### src/rtl/button_debounce_if.sv
// ----------------------------------------------------------------------------
// button_debounce_if
//   Bundles the button pins and the debounced outputs of button_debounce.
//   Signals (all active-low levels unless noted, 8 channels):
//     btn_raw      raw asynchronous button pins (0 = pressed)
//     btn          debounced button levels (0 = pressed)
//     press        one-cycle pulse per accepted press (and auto-repeat)
//     btn_release  one-cycle pulse per accepted release
//     any_pressed  high while any debounced button is pressed
//   Modports: master = pin/consumer side, slave = the debouncer.
// ----------------------------------------------------------------------------
interface button_debounce_if;
  logic [7:0] btn_raw;
  logic [7:0] btn;
  logic [7:0] press;
  logic [7:0] btn_release;
  logic       any_pressed;

  modport master (output btn_raw, input btn, press, btn_release, any_pressed);
  modport slave  (input btn_raw, output btn, press, btn_release, any_pressed);
endinterface

### src/rtl/button_debounce.sv
// ----------------------------------------------------------------------------
// button_debounce
//   Eight independent debounce channels for active-low push buttons.
//   Each raw pin goes through a two-flop synchronizer; a per-channel counter
//   must see DEBOUNCE_CYCLES consecutive synchronized cycles differing from the
//   current debounced level before that level flips. Flip edges produce
//   one-cycle press/release pulses. A raw change reaches btn after exactly
//   2+DEBOUNCE_CYCLES clocks.
//
//   Optional feature (macro BTN_DEBOUNCE_AUTOREPEAT_EN): while a button stays
//   pressed, press re-pulses REPEAT_DELAY cycles after the accepted press and
//   every REPEAT_PERIOD cycles after that. Without the macro no repeat logic
//   exists and REPEAT_DELAY / REPEAT_PERIOD are ignored.
//
//   Ports:
//     clk   clock
//     rst   synchronous active-high reset
//     bus   button_debounce_if.slave (btn_raw in; btn, press, btn_release,
//           any_pressed out)
// ----------------------------------------------------------------------------
module button_debounce #(
  parameter int unsigned DEBOUNCE_CYCLES = 240000,
  parameter int unsigned REPEAT_DELAY    = 24000000,
  parameter int unsigned REPEAT_PERIOD   = 4800000
) (
  input  logic             clk,
  input  logic             rst,
  button_debounce_if.slave bus
);

  localparam int NCH = 8;
  // Counter only ever has to hold DEBOUNCE_CYCLES-1.
  localparam int CW = (DEBOUNCE_CYCLES > 1) ? $clog2(DEBOUNCE_CYCLES) : 1;
  localparam logic [CW-1:0] CNT_LAST = CW'(DEBOUNCE_CYCLES - 1);

  if (DEBOUNCE_CYCLES < 1 || DEBOUNCE_CYCLES > 32'd1048575 ||
      REPEAT_DELAY < 1 || REPEAT_PERIOD < 1) begin : g_bad_cfg
    $error("button_debounce: parameter out of range");
  end

  logic [NCH-1:0]         s1_q, s2_q;
  logic [NCH-1:0]         btn_q, btn_d;
  logic [NCH-1:0][CW-1:0] cnt_q, cnt_d;
  logic [NCH-1:0]         press_q, press_d;
  logic [NCH-1:0]         rel_q, rel_d;
  logic                   any_q, any_d;

  // Debounce counters and debounced level.
  always_comb begin
    btn_d = btn_q;
    cnt_d = cnt_q;
    for (int i = 0; i < NCH; i++) begin
      if (s2_q[i] == btn_q[i]) begin
        cnt_d[i] = '0;
      end else if (cnt_q[i] == CNT_LAST) begin
        btn_d[i] = s2_q[i];
        cnt_d[i] = '0;
      end else begin
        // Only reached below CNT_LAST, so the counter can never wrap.
        cnt_d[i] = cnt_q[i] + 1'b1;
      end
    end
  end

`ifdef BTN_DEBOUNCE_AUTOREPEAT_EN
  localparam int unsigned RMAX = (REPEAT_DELAY > REPEAT_PERIOD) ? REPEAT_DELAY : REPEAT_PERIOD;
  localparam int RW = (RMAX > 1) ? $clog2(RMAX) : 1;
  localparam logic [RW-1:0] RD_LAST = RW'(REPEAT_DELAY - 1);
  localparam logic [RW-1:0] RP_LAST = RW'(REPEAT_PERIOD - 1);

  logic [NCH-1:0][RW-1:0] rep_q, rep_d;
  // Set once the first (REPEAT_DELAY) repeat has fired; later ones use the period.
  logic [NCH-1:0]         rfirst_q, rfirst_d;
  logic [NCH-1:0]         rfire;

  always_comb begin
    rep_d    = rep_q;
    rfirst_d = rfirst_q;
    rfire    = '0;
    for (int i = 0; i < NCH; i++) begin
      if (btn_q[i] && !btn_d[i]) begin
        rep_d[i]    = '0;
        rfirst_d[i] = 1'b0;
      end else if (!btn_q[i] && !btn_d[i]) begin
        if (rep_q[i] == (rfirst_q[i] ? RP_LAST : RD_LAST)) begin
          rfire[i]    = 1'b1;
          rep_d[i]    = '0;
          rfirst_d[i] = 1'b1;
        end else begin
          rep_d[i] = rep_q[i] + 1'b1;
        end
      end else begin
        rep_d[i]    = '0;
        rfirst_d[i] = 1'b0;
      end
    end
  end

  always_ff @(posedge clk) begin
    if (rst) begin
      rep_q    <= '0;
      rfirst_q <= '0;
    end else begin
      rep_q    <= rep_d;
      rfirst_q <= rfirst_d;
    end
  end
`endif

  // Pulses and any_pressed are registered on the same edge as btn.
  always_comb begin
    press_d = btn_q & ~btn_d;
    rel_d   = ~btn_q & btn_d;
    any_d   = ~&btn_d;
`ifdef BTN_DEBOUNCE_AUTOREPEAT_EN
    press_d = press_d | rfire;
`endif
  end

  always_ff @(posedge clk) begin
    if (rst) begin
      s1_q    <= '1;
      s2_q    <= '1;
      btn_q   <= '1;
      cnt_q   <= '0;
      press_q <= '0;
      rel_q   <= '0;
      any_q   <= 1'b0;
    end else begin
      s1_q    <= bus.btn_raw;
      s2_q    <= s1_q;
      btn_q   <= btn_d;
      cnt_q   <= cnt_d;
      press_q <= press_d;
      rel_q   <= rel_d;
      any_q   <= any_d;
    end
  end

  assign bus.btn         = btn_q;
  assign bus.press       = press_q;
  assign bus.btn_release = rel_q;
  assign bus.any_pressed = any_q;

endmodule
### src/flat_wrapper.sv
// flat-port wrapper written by rule: the top's interface ports become plain ports
module button_debounce_flat 
#(
  parameter int unsigned DEBOUNCE_CYCLES = 240000,
  parameter int unsigned REPEAT_DELAY    = 24000000,
  parameter int unsigned REPEAT_PERIOD   = 4800000
)
  (clk, rst, bus_btn_raw, bus_btn, bus_press, bus_btn_release, bus_any_pressed);
  button_debounce_if bus_i ();
  input  logic clk;
  input  logic rst;
  input wire logic [$bits(bus_i.btn_raw)-1:0] bus_btn_raw;
  output wire logic [$bits(bus_i.btn)-1:0] bus_btn;
  output wire logic [$bits(bus_i.press)-1:0] bus_press;
  output wire logic [$bits(bus_i.btn_release)-1:0] bus_btn_release;
  output wire logic [$bits(bus_i.any_pressed)-1:0] bus_any_pressed;
  assign bus_i.btn_raw = bus_btn_raw;
  assign bus_btn = bus_i.btn;
  assign bus_press = bus_i.press;
  assign bus_btn_release = bus_i.btn_release;
  assign bus_any_pressed = bus_i.any_pressed;
  button_debounce #(.DEBOUNCE_CYCLES(DEBOUNCE_CYCLES), .REPEAT_DELAY(REPEAT_DELAY), .REPEAT_PERIOD(REPEAT_PERIOD)) u_core (.clk(clk), .rst(rst), .bus(bus_i));
endmodule
### config.mk
export PLATFORM = sky130hd
export DESIGN_NAME = button_debounce_flat
export DESIGN_NICKNAME = d
export VERILOG_FILES = /design/src/rtl/button_debounce_if.sv /design/src/rtl/button_debounce.sv /design/src/flat_wrapper.sv
export SDC_FILE = /design/constraint.sdc
export NUM_CORES = 1
export LEC_CHECK = 0
export CAP_MARGIN = 40
export CORE_UTILIZATION = 54
export DETAILED_ROUTE_END_ITERATION = 10
export PLACE_DENSITY = 0.84
export SLEW_MARGIN = 0
export SYNTH_ARGS = -nofsm -noshare
export SYNTH_HDL_FRONTEND = slang
export SYNTH_SLANG_ARGS = --single-unit
### constraint.sdc
create_clock -name clk -period 1.69 [get_ports clk]
set_clock_uncertainty 0.1 [all_clocks]
set_input_delay 0.4225 -clock clk [delete_from_list [all_inputs] [get_ports clk]]
set_output_delay 0.4225 -clock clk [all_outputs]
set_load 0.02 [all_outputs]
==> flow_summary.yaml <==
outcome:
  status: "complete, but fails checks"
  violations: "negative setup slack"
clock_tree:
  cts-hold-fix-buffers: 0
  path_clk_slew_ns: 0.07
  cts-root-buf: "clkbuf_16"
  numCtsBuffers: 17
  worst_skew_pair.late_latency_ns: 0.45
  clockBufferDepth: 2
  cts_tree: "done"
  cts-htree-levels: 4
  cts.sinks: 185
setup_path:
  cp-end-kind: "flip-flop"
  cp_max_fo: 4
  critPathMaxStageDelay_ns: 0.42
  slowest_stage: "dfxtp_1"
  crit_path_start_kind: "flip-flop"
  critPathBufInv: 0
  critical_path_class: "flip-flop to flip-flop"
  critPathTopFamily: "simple AND/OR/NAND/NOR gates"
  crit_arrival_ns: 2.20
  path_cells: "nand4_1, nor4_4, mux2i_2, or2b_1, nor2_1"
  crit_required_ns: 1.98
place:
  placedCellCount: 1173
  port_buffers: 34
  dpl_worst_slack_ns: -0.344
  routabilityCongestion: 0.782
  hpwlAfterDp_um: 11000
sta:
  final.min_clock_period_ns: 1.92
  worst_pin_slew_ns: 0.534
  finalSetupTns_ns: -5.90
  fin_crit_sh: 1.14
  slew_violations: 0
  slew_headroom: 0.639
  finalWorstSetupSlack_ns: -0.228
  setup_viol: 72
  hold_viol: 0
  rsz0062_at_grt: "yes"
  hold-worst-slack_ns: 0.311
  fmax_mhz: 521
routing:
  dr.pass1.iters: 5
  drc: 0
  wl_per_cell_um: 19.6
  ant_nets: 0
  routed-via-count: 7096
  first_iter_violations: 596
  drt_wl_total_um: 24200
  routed_via_density: 5.75
synth:
  postSynthAreaPerCell_um2: 9.10
  async_reset_ff_frac: 0
  ys_ff_latch: 185
  ys.flop_type: "dfxtp_1"
  ys_types: 38
  ys_seq_area_frac: 0.496
  synth_top_area_cell: "dfxtp_1"
  synth_area_um2: 7460
  syn_inst: 820
  synth_top_cell_area_share: 0.496
  synth_edf_count: 0
  synth_area_leaders: "dfxtp_1, nor2_1, xor2_1"
  yosys_warnings: 0
  syn_nets: 838
finish:
  n_antenna_cell: 0
  nNetsFinal: 1064
  drive_gt1_frac: 0.404
  area_growth_pct: 48.5
  final_cells: 1235
floorplan:
  die-height_um: 120
  die_w_um: 120
  die_area_um2: 14300
  io_pins: 35
  fp.coreArea_um2: 13300
  rows: 42
  start_util: 0.559
run:
  drv_cap: 0
pwr:
  fin_total_pwr_uw: 8640
  p_leak_uw: 0.00421
  p_per_area_nw_per_um2: 780
  ir_drop_mv: 0.799
grt:
  antenna_found_initial: 0
  grt_usage: 0.266
  grt-ovfl-total: 0
  grt_start_max_net_pins: 21
  grt_pass1_vias: 6477
  grt_pass1_wl_um: 30100
worst_hold_path:
  hold_class: "flip-flop to flip-flop"
cells in the mapped netlist, types with 9 or more instances:
cell type / n
dfxtp_1: 185
nor2_1: 180
xor2_1: 68
xnor2_1: 62
nand3_1: 59
nand2_1: 53
inv_1: 25
and3_1: 20
nand4_1: 18
or2_2: 16
nand2b_1: 12
nor3_1: 12
or3_1: 11
and4_1: 10
buf_2: 10
nor4_1: 9
cell usage in the layout, fill, tap and decap left out, drive strengths merged, types with 16 or more instances in the layout:
master	count
and3	20
buf	188
clkbuf	23
dfxtp	185
dlygate4sd2	22
inv	28
nand2	54
nand3	60
nand4	19
nor2	180
nor3	16
or2	17
xnor2	62
xor2	68
registers in the layout (all words and copies together) (netlist names):
register and count:
u_core.bus.any_pressed 1, u_core.bus.btn_release 8, u_core.s2_q 8, u_core.bus.btn 8, u_core.s1_q 8, u_core.cnt_q 144
u_core.bus.press 8
where the power goes:
part	total (uW)	internal (uW)	switching [uW]
logic	206	108	98.0
clock network	4040	2220	1810
registers	4400	4380	21.5
layout make-up:
type                            count  area, um^2
Timing Repair Buffer              225        1940
Tap cell                          176         220
Inverter                           25        93.8
Sequential cell                   185        3760
Clock buffer                       18         439
Fill cell                         663        2270
Clock inverter                     14         148
Multi-Input combinational cell    592        4490
per-stage QoR:
step                      utilization  cell area, um^2
after floorplan                     -             7550
after global placement          0.691             9230
after detailed placement        0.691             9230
after CTS                       0.761            10200
after global routing            0.830            11100
final                           0.830            11100
kinds of logic after synthesis:
logic type      after synthesis  share of synthesized area
flops                       185                      0.496
compound gates               13                    0.00872
xor+xnor                    130                      0.153
simple gates                433                      0.292
mux                           8                     0.0107
buf+inv                      43                     0.0263
fa+ha+maj                     8                     0.0134
routing by layer:
layer / vias up / GRT usage / routed length, um
met2: 369 / 0.478 / 12700
met4: 0 / 0.123 / 1450
met3: 133 / 0.0556 / 1400
li1: 3160 / - / -
met1: 3434 / 0.301 / 8650
met5: - / 0 / 0
path summary, 6_finish.rpt:
kind / from / endpoint / slack [ns] / cells past startpoint
worst max-delay path: u_core.cnt_q[88] / u_core.bus.press[4] / -0.23 / 5
worst min-delay path: u_core.s1_q[4] / u_core.s2_q[4] / 0.31 / 1
worst max register to register: u_core.cnt_q[88] / u_core.bus.press[4] / -0.23 / 5
worst min register to register: u_core.s1_q[4] / u_core.s2_q[4] / 0.31 / 1
repair_timing:
action                     CTS  global route
pin swaps                   22            81
gates cloned                 3             5
setup endpoints to repair  117           135
resized for setup           84           196
setup buffers                8            16
No activity file was read; power rests on OpenSTA's default activity.
